## config.mk

```make
export PLATFORM = sky130hd
export DESIGN_NAME = xbar_arbiter
export DESIGN_NICKNAME = d
export VERILOG_FILES = /design/src/rtl/xbar_arbiter.sv
export SDC_FILE = /design/constraint.sdc
export NUM_CORES = 1
export LEC_CHECK = 0
export CORE_MARGIN = 2
export CORE_UTILIZATION = 29
export CTS_BUF_LIST = sky130_fd_sc_hd__clkbuf_8
export DETAILED_ROUTE_END_ITERATION = 10
export PLACE_DENSITY_LB_ADDON = 0.05
export SYNTH_ARGS = -nofsm -noshare
export SYNTH_HDL_FRONTEND = slang
export SYNTH_SLANG_ARGS = --single-unit
```

## constraint.sdc

```tcl
create_clock -name clk -period 1.4 [get_ports clk]
set_input_delay 0.28 -clock clk [delete_from_list [all_inputs] [get_ports clk]]
set_output_delay 0.28 -clock clk [all_outputs]
set_load 0.01 [all_outputs]
```

## src/rtl/xbar_arbiter.sv

```systemverilog
// xbar_arbiter: one round-robin arbiter per crossbar output, granting an input for a whole packet.
// Build option XBAR_PACKET_LOCK_EN: hold a grant until the `last` beat; otherwise release on every beat.

module xbar_arbiter #(
   parameter  int S_DATA_COUNT = 2,
   parameter  int M_DATA_COUNT = 3,
   localparam int T_DEST_WIDTH = $clog2(M_DATA_COUNT),
   localparam int SEL_WIDTH    = $clog2(S_DATA_COUNT)
) (
   input  logic                                      clk,
   input  logic                                      rst_n,
   input  logic [S_DATA_COUNT-1:0]                   s_valid_i,
   input  logic [S_DATA_COUNT-1:0]                   s_last_i,
   input  logic [S_DATA_COUNT-1:0][T_DEST_WIDTH-1:0] s_dest_i,
   input  logic [M_DATA_COUNT-1:0]                   m_ready_i,
   output logic [S_DATA_COUNT-1:0]                   s_ready_o,
   output logic [M_DATA_COUNT-1:0]                   m_valid_o,
   output logic [M_DATA_COUNT-1:0][SEL_WIDTH-1:0]    m_sel_o,
   output logic [M_DATA_COUNT-1:0]                   conflict_o,
   output logic [M_DATA_COUNT-1:0]                   busy_o
);

   typedef enum logic {IDLE, LOCKED} state_t;

   logic [M_DATA_COUNT-1:0][S_DATA_COUNT-1:0] lane_rdy;

`ifndef XBAR_PACKET_LOCK_EN
   logic unused_last;
   assign unused_last = ^s_last_i;
`endif

   for (genvar j = 0; j < M_DATA_COUNT; j++) begin : g_out
      state_t                  state_q, state_d;
      logic [SEL_WIDTH-1:0]    owner_q, owner_d, ptr_q, ptr_d, winner, owner_inc;
      logic                    conflict_q, conflict_d, found, locked, hs, rel;
      logic [S_DATA_COUNT-1:0] req, rdy;

      // Out-of-range dests never match any j, so they raise no request anywhere.
      always_comb begin
         req = '0;
         for (int i = 0; i < S_DATA_COUNT; i++)
            req[i] = s_valid_i[i] && (s_dest_i[i] == T_DEST_WIDTH'(j));
      end

      // Round-robin: first requester at or above ptr, else the first one below it.
      always_comb begin
         winner = '0;
         found  = 1'b0;
         for (int i = 0; i < S_DATA_COUNT; i++)
            if (!found && req[i] && SEL_WIDTH'(i) >= ptr_q) begin
               winner = SEL_WIDTH'(i);
               found  = 1'b1;
            end
         for (int i = 0; i < S_DATA_COUNT; i++)
            if (!found && req[i]) begin
               winner = SEL_WIDTH'(i);
               found  = 1'b1;
            end
      end

      assign locked    = (state_q == LOCKED);
      assign owner_inc = (owner_q == SEL_WIDTH'(S_DATA_COUNT - 1)) ? '0 : owner_q + SEL_WIDTH'(1);
      assign hs        = locked && s_valid_i[owner_q] && m_ready_i[j];
`ifdef XBAR_PACKET_LOCK_EN
      assign rel       = hs && s_last_i[owner_q];
`else
      assign rel       = hs;
`endif

      always_comb begin
         state_d    = state_q;
         owner_d    = owner_q;
         ptr_d      = ptr_q;
         conflict_d = 1'b0;
         case (state_q)
            IDLE: begin
               conflict_d = ($countones(req) > 1);
               if (|req) begin
                  owner_d = winner;
                  state_d = LOCKED;
               end
            end
            LOCKED: begin
               if (rel) begin
                  state_d = IDLE;
                  ptr_d   = owner_inc;
               end
            end
            default: state_d = IDLE;
         endcase
      end

      always_ff @(posedge clk or negedge rst_n) begin
         if (!rst_n) begin
            state_q    <= IDLE;
            owner_q    <= '0;
            ptr_q      <= '0;
            conflict_q <= 1'b0;
         end else begin
            state_q    <= state_d;
            owner_q    <= owner_d;
            ptr_q      <= ptr_d;
            conflict_q <= conflict_d;
         end
      end

      // Ready depends only on registered ownership, never on the dest of other inputs.
      always_comb begin
         rdy = '0;
         if (locked) rdy[owner_q] = m_ready_i[j];
      end

      assign lane_rdy[j]   = rdy;
      assign busy_o[j]     = locked;
      assign m_valid_o[j]  = locked && s_valid_i[owner_q];
      assign m_sel_o[j]    = owner_q;
      assign conflict_o[j] = conflict_q;
   end

   always_comb begin
      s_ready_o = '0;
      for (int j = 0; j < M_DATA_COUNT; j++)
         s_ready_o = s_ready_o | lane_rdy[j];
   end

endmodule
```

==> impl_results.md, run 1 <==
* Ys flop type: dfrtp_1
* Critical Path AT at 1.19 ns
* Global Route met2 Usage at 0.210
* Fin util at 0.525
* Final hold violation count at 0
* Outcome: finished, violations left
* Fin crit period at 1.47 ns
* Failing checks: setup timing
* Nets at 137
* Post-route DRC at 0
* Crit-path max cell delay at 0.40 ns
* Synth warn at 0
* Area delta synth->final at 69.5%
* WL/cell at 12.7 um
* Endpoints failing setup at 2
* Antenna-violating nets left at 0
* Die width at 53.1 um
* Cell with the most instances after synthesis: dfrtp_1
* Pre-antenna DRT Iters at 4
* Fill cells at 241
* RSZ-0062 raised after global routing: true
* Rel. slew slack at 0.747
* Synth top area share at 0.430
* Seq/Total Area, Yosys at 0.430
* Hpwl dp at 1.34 mm
* Placement Rows at 17
* Clk_skew at 0.00254 ns
* CTS root buffer: clkbuf_8
* Slew Viols, Final at 0
* Leakage power at 0.580 nW
* Post-synth top area cell: dfrtp_1
* Crit-path slowest cell: dfrtp_1
* Yosys reg bits at 12
* Die area at 2820 sq um
* Dpl ws at -0.603 ns
* Htree depth at 1
* Clock buffer depth at 2
* Worst vdd ir at 915 uV
* Syn Std Cell Area at 698 sq um
* Critical Path Sink Type: output port
* Worst path cell trace: buf_6 -> o22a_1 -> o21ai_1 -> buf_2
* Critical path's top delay family: flip-flops
* Vias in the first global route at 644
* Met3 GRT Util at 0.0593
* Syn nets at 88
* Vias at 721
* Ant diodes at 0
* Clock transition at path regs at 0.05 ns
* CP Data Required Time at 1.12 ns
* PD cells at 1820 nW/um^2
* WL final at 1.91 mm
* Crit-path max FO at 3
* Syn avg cell area at 9.31 sq um
* Area contributors post-synth: dfrtp_1 43%, buf_4 9.7%, nor2b_1 4.5%, mux2i_1 4.3%, nand3_1 4.3%
* Layer carrying the most global-route usage: met1
* Share of layout cells above drive strength 1 at 0.390
* I/O Pins at 27
* Worst R2R Path Depth at 4
* Clock tree sinks at 12
* FMAX at 682 MHz
* Final worst-path cycle share at 1.05
* CTS tree: yes
* Clk_lat worst skew at 0.24 ns
* Die height at 53.1 um
* Hold_buf cts at 0
* Hold/Removal Path Class: in -> async
* Global route total overflow at 0
* Worst setup margin at -0.0659 ns
* Cell depth of the worst setup path at 4
* Number of I/O port buffers at 24
* Commonest cells in the netlist: 12 x dfrtp_1, 9 x buf_4, 6 x nand2_1, 6 x nand3_1
* Global-route wire length before repair at 2.94 mm
* Initial core utilization at 0.310
* Hold slack at 0.345 ns
* Routed vias/inst at 4.77
* Startpoint types: register
* Met1 Use GR at 0.215
* Max_cap viols at 0
* Asr flop ratio synth at 1.00
* Number of distinct library cells after synthesis at 24
* Crit path buf inv count at 2
* EDFF count, synth at 0
* Largest net degree at the start of global routing at 13
* Routability congestion estimate at 0.789
* Num CTS Buffers at 3
* DR iter-0 viols at 17
* Cells after Synth at 75
* Pin slew with the least headroom to its limit at 0.375 ns
* GRT Total Usage at 0.151
* Initial antenna violation count at 0
* Core area at 2250 sq um
* Crit path kind: reg -> out
## layout by cell type (no fill, tap or decap), types with 2 or more instances in the layout
| master | n |
|---|---|
| buf_4 | 26 |
| dfrtp_1 | 11 |
| dlygate4sd2_1 | 10 |
| nand2_1 | 6 |
| clkdlybuf4s50_1 | 6 |
| buf_2 | 6 |
| nor2b_1 | 5 |
| nand3_1 | 5 |
| nor2_1 | 4 |
| o21ai_0 | 4 |
| clkbuf_8 | 4 |
| buf_6 | 4 |
| o21ai_1 | 3 |
| a31oi_1 | 3 |
| mux2i_2 | 2 |
| nand3b_1 | 2 |
| nand4bb_1 | 2 |
| o22ai_1 | 2 |
| nor3_1 | 2 |
| a21oi_1 | 2 |
| inv_1 | 2 |
| dlymetal6s2s_1 | 2 |
## power breakdown
group / leakage [nW] / internal [mW] / total (mW) / switching [mW]
sequential: 0.139 / 0.478 / 0.587 / 0.109
combinational: 0.412 / 0.675 / 1.19 / 0.512
clock: 0.0288 / 0.249 / 0.379 / 0.131
## timing repair
action / 4_1_cts / 5_1_grt
endpoints found under the setup margin: 14 / 8
hold endpoints to repair: 0 / 0
setup buffers: 6 / 2
pin swaps: 4 / 1
gates resized for setup: 39 / 8
## worst register-to-register path: cells and delay by family (launching register included)
kind                   cells  cell delay (ns)
AO/OA/AOI/OAI              1             0.08
buffers and inverters      1             0.14
flip-flops                 1             0.38
AND/OR/NAND/NOR            2             0.66
## sequential cells by signal (all words and copies together), names as in the netlist
register          cells
g_out.conflict_q      3
g_out.locked          3
g_out.owner_q         3
g_out.ptr_q           3
## cell families after synthesis
logic type / Yosys count / share of synthesized area
AOI/OAI and AO/OA: 17 / 0.145
buffers and inverters: 12 / 0.113
DFF: 12 / 0.430
muxes: 3 / 0.0430
and+or+nand+nor: 31 / 0.269
## metal layers
layer | wire length [um] | up-vias
met2 | 859 | 25
li1 | - | 359
met3 | 120 | 4
met5 | 0 | -
met4 | 26 | 0
met1 | 905 | 333
## path summary, 6_finish.rpt
check                                  from          endpoint  slack [ns]
max                        g_out[0].owner_q      s_ready_o[0]       -0.07
min                                   rst_n    g_out[0].ptr_q        0.35
max reg2reg                 g_out[0].locked  g_out[0].owner_q           0
min reg2reg                  g_out[1].ptr_q    g_out[1].ptr_q        0.54
max in group asynchronous             rst_n  g_out[2].owner_q        0.88
min in group clk                s_dest_i[2]   g_out[0].locked        0.41
## through the flow
step / TNS (ns) / std cells / total power [mW] / instance area, sq um
floorplan: 0 / 75 / 1.13 / 698
global placement: -5.11 / 139 / 1.67 / 1070
detailed placement: -5.18 / 139 / 1.66 / 1070
CTS: -0.207 / 149 / 2.08 / 1150
global route: -0.337 / 151 / 2.29 / 1180
finish: -0.115 / 151 / 2.15 / 1180
## final cells by class
type,instances,area (sq um),share of cell area
clock buffer,4,55.1,0.0465
inverter,2,7.51,0.00634
multi-input combinational,51,342,0.289
sequential,12,302,0.255
tap,28,35.0,0.0296
timing repair buffer,54,443,0.374
Note: power is estimated with default switching activity, not from simulation.
==> inputs of run 2 (changes only) <==
SKIP_LAST_GASP = 1   (was default)
==> impl_results.md, run 2 (synthesized netlist as in run 1, its figures left out) <==
* Clk_skew at 0.00298 ns
* Die width at 53.1 um
* CTS tree: yes
* Critical Path Sink Type: output port
* FMAX at 682 MHz
* Critical Path AT at 1.19 ns
* WL/cell at 12.0 um
* Global-route wire length before repair at 2.94 mm
* Startpoint types: register
* Routed vias/inst at 4.67
* Sum of negative setup slack at -0.115 ns
* I/O Pins at 27
* Vias at 705
* Crit-path max cell delay at 0.40 ns
* Pre-antenna DRT Iters at 4
* Worst setup margin at -0.0652 ns
* Share of layout cells above drive strength 1 at 0.374
* Commonest non-fill, non-tap cells in the layout: 26 x buf_4, 11 x dfrtp_1, 10 x dlygate4sd2_1
* Endpoints failing setup at 3
* GRT Total Usage at 0.151
* Vias in the first global route at 644
* Global route total overflow at 0
* Hpwl dp at 1.34 mm
* Ant diodes at 0
* Placement Rows at 17
* Crit path kind: reg -> out
* Outcome: finished, violations left
* Leakage power at 0.570 nW
* Worst vdd ir at 942 uV
* PD cells at 1810 nW/um^2
* Core area at 2250 sq um
* Commonest non-fill, non-tap cell in the layout: buf_4
* Met3 wire len at 143 um
* Initial core utilization at 0.310
* CP Data Required Time at 1.12 ns
* Failing checks: setup timing
* WL final at 1.82 mm
* Final hold violation count at 0
* Clock transition at path regs at 0.05 ns
* Register Area at 302 sq um
* Final worst-path cycle share at 1.05
* Hold/Removal Path Class: in -> async
* Area delta synth->final at 67.7%
* Cell depth of the worst setup path at 4
* Dpl ws at -0.603 ns
* Num CTS Buffers at 3
* Routability congestion estimate at 0.789
* Max_cap viols at 0
* Initial antenna violation count at 0
* Worst path cell trace: buf_6 -> o22a_1 -> o21ai_1 -> buf_2
* Multi-input logic area at 332 sq um
* Crit-path max FO at 3
* Fin crit period at 1.47 ns
* CTS root buffer: clkbuf_8
* Crit-path slowest cell: dfrtp_1
* Top Layer Used: met4
* Clk_lat worst skew at 0.24 ns
* Critical path's top delay family: flip-flops
* Worst R2R Path Depth at 4
* RSZ-0062 raised after global routing: true
* Slew Viols, Final at 0
* Fill cells at 240
* Die height at 53.1 um
* Nets at 137
* Crit path buf inv count at 2
* Post-route DRC at 0
* Rel. slew slack at 0.817
* M1 WL at 874 um
* Fin util at 0.519
* DR iter-0 viols at 10
* Pin slew with the least headroom to its limit at 0.271 ns
* Met2 routed WL at 788 um
* Number of I/O port buffers at 24
* Antenna-violating nets left at 0
* Clock tree sinks at 12
* Clock buffer depth at 2
* Die area at 2820 sq um
* Largest net degree at the start of global routing at 13
* Hold slack at 0.346 ns
* Htree depth at 1
run 2: layout make-up:
class                      instances  share of cell area
tap                               28              0.0299
multi-input combinational         51               0.283
timing repair buffer              54               0.376
clock buffer                       4              0.0470
inverter                           2             0.00641
sequential                        12               0.257
run 2: worst register-to-register path, cell delays in order (launching register included):
cell     delay (ns)
dfrtp_1        0.38
buf_6          0.14
or4b_4         0.52
nor2b_4        0.13
a22oi_1        0.08
run 2: worst paths after layout:
| kind | start | end | slack [ns] |
|---|---|---|---|
| hold reg to reg | g_out[2].ptr_q | g_out[2].ptr_q | 0.51 |
| setup / recovery | g_out[0].owner_q | s_ready_o[0] | -0.07 |
| hold / removal | rst_n | g_out[0].ptr_q | 0.35 |
| max in group asynchronous | rst_n | g_out[2].owner_q | 0.88 |
| setup reg to reg | g_out[0].locked | g_out[0].owner_q | 0.01 |
| min in group clk | g_out[2].ptr_q | g_out[2].ptr_q | 0.51 |
run 2: per-layer routing:
layer  vias up  track usage
met2        29        0.210
met5         -            0
met3         2       0.0593
met1       316        0.215
li1        358            -
met4         0       0.0385
run 2: through the flow:
stage	instances	area (sq um)	power [mW]
finish	151	1170	2.12
global route	151	1170	2.27
CTS	149	1140	2.07
detailed placement	139	1070	1.66
global placement	139	1070	1.67
floorplan	75	698	1.13
run 2: repair_timing:
item,in CTS,in global routing
setup endpoints to repair,14,8
setup buffers,6,2
hold buffers,0,0
gates resized for setup,37,6
pin swaps,4,1
run 2: power by group:
group	total (mW)	switching [mW]	internal, mW
Sequential	0.587	0.109	0.478
Combinational	1.15	0.486	0.668
Clock	0.380	0.131	0.249
Total	2.12	0.726	1.39
==> inputs of run 3 (changes only) <==
ABC_AREA = 1   (was default)
==> impl_results.md, run 3 <==
* Outcome: complete, no violations
* Area delta synth->final at 61.5%
* Met3 GRT Util at 0.0349
* Clk_skew at 0.00140 ns
* Clock buffer depth at 2
* Commonest non-fill, non-tap cell in the layout: nand2_1
* Routed vias/inst at 4.44
* Finished layout cell area at 1260 sq um
* Initial antenna violation count at 0
* Commonest non-fill, non-tap cells in the layout: 29 x nand2_1, 23 x buf_4, 16 x nand3_1
* Number of I/O port buffers at 24
* Global Route met2 Usage at 0.213
* Synth top area share at 0.385
* Post-synth top area cell: dfrtp_1
* Die width at 55.9 um
* Total Power at 2.35 mW
* CTS tree: yes
* WL final at 2.03 mm
* Placed Instance Area at 1110 sq um
* Critical Path Sink Type: output port
* Num CTS Buffers at 3
* Commonest cells in the netlist: 31 x nand2_1, 22 x nand3_1, 12 x dfrtp_1, 12 x inv_1, 11 x buf_4
* PD cells at 1860 nW/um^2
* Clock tree sinks at 12
* CP Data Required Time at 1.12 ns
* Worst vdd ir at 918 uV
* Seq/Total Area, Yosys at 0.385
* Antenna-violating nets left at 0
* Pre-antenna DRT Iters at 4
* Vias at 813
* Fin util at 0.500
* Cell with the most instances after synthesis: nand2_1
* Global-route wire length before repair at 3.28 mm
* Placement Rows at 18
* Critical Path AT at 1.10 ns
* Ys flop type: dfrtp_1
* Dpl ws at -0.572 ns
* Cells after Synth at 110
* Post-route DRC at 0
* EDFF count, synth at 0
* Rel. slew slack at 0.841
* Number of distinct library cells after synthesis at 14
* DR iter-0 viols at 23
* Initial core utilization at 0.310
* GRT Total Usage at 0.132
* I/O Pins at 27
* Final hold violation count at 0
* Ant diodes at 0
* Worst R2R Path Depth at 6
* Die height at 55.9 um
* Syn avg cell area at 7.10 sq um
* Global route total overflow at 0
* CTS root buffer: clkbuf_8
* FMAX at 723 MHz
* Hpwl dp at 1.53 mm
* Crit path kind: reg -> out
* Hold slack at 0.343 ns
* Syn nets at 123
* Crit-path max FO at 2
* Area contributors post-synth: dfrtp_1 38%, nand2_1 15%, nand3_1 14%, buf_4 11%, inv_1 5.8%
* Die area at 3120 sq um
* Inst Count DP at 171
* Worst setup margin at 0.0176 ns
* Asr flop ratio synth at 1.00
* Share of layout cells above drive strength 1 at 0.359
* Slew Viols, Final at 0
* Largest net degree at the start of global routing at 13
* Non-filler instance count after layout at 183
* Vias in the first global route at 765
* WL/cell at 11.1 um
* Clk_lat worst skew at 0.24 ns
* Pin slew with the least headroom to its limit at 0.238 ns
* Max_cap viols at 0
* Startpoint types: register
* Fin crit period at 1.38 ns
* Sum of negative setup slack at 0 ns
* Hold/Removal Path Class: in -> async
* Syn Std Cell Area at 781 sq um
* Endpoints failing setup at 0
* RSZ-0062 raised after global routing: true
* Final worst-path cycle share at 0.987
* Met1 Use GR at 0.172
* Yosys reg bits at 12
* Routability congestion estimate at 0.811
* Core area at 2520 sq um
* Layer carrying the most global-route usage: met2
* Nets at 168
* Synth warn at 0
* Htree depth at 1
* Leakage power at 0.691 nW
* Clock transition at path regs at 0.06 ns
==> run 3: critical path, stage by stage, from the launching register on <==
cell,delay (ns)
dfrtp_1,0.39
buf_4,0.14
buf_4,0.12
clkdlybuf4s15_1,0.22
==> run 3: worst paths after layout <==
| path | from | slack [ns] | to |
|---|---|---|---|
| max | g_out[0].owner_q | 0.02 | m_sel_o[0] |
| min | rst_n | 0.34 | g_out[1].ptr_q |
| max reg2reg | g_out[0].locked | 0.21 | g_out[0].locked |
| min reg2reg | g_out[0].ptr_q | 0.48 | g_out[0].ptr_q |
| max in group asynchronous | rst_n | 0.89 | g_out[1].owner_q |
| min in group clk | g_out[0].ptr_q | 0.48 | g_out[0].ptr_q |
==> run 3: metal layers <==
metal	vias to the layer above	wire (um)
met1	376	942
li1	423	-
met4	0	10
met5	-	0
met3	2	79
met2	12	999
==> run 3: final cells by class <==
class	count	area, sq um
fillers	254	1260
repair buffers	51	443
multi-input cells	73	384
flip-flops and latches	12	300
inverters	14	55.1
clock buffers	3	41.3
well taps	30	37.5
==> run 3: kinds of logic (layout without fill, tap and decap cells) <==
family,after synthesis,after routing,synth area share
flip-flops,12,12,0.385
buffers and inverters,25,68,0.173
AO/OA/AOI/OAI,1,1,0.00640
AND/OR/NAND/NOR,72,72,0.436
==> run 3: report_power, final <==
| group | switching [mW] | internal (mW) | total (mW) |
|---|---|---|---|
| combinational | 0.659 | 0.802 | 1.46 |
| sequential | 0.0900 | 0.480 | 0.570 |
| clock | 0.128 | 0.190 | 0.317 |
| total | 0.877 | 1.47 | 2.35 |
==> run 3: timing repair <==
action / 4_1_cts / 5_1_grt
resized for setup: 28 / 26
buffers inserted: 6 / 3
hold buffers: 0 / 0
pin swaps: 0 / 6
setup endpoints to repair: 11 / 7
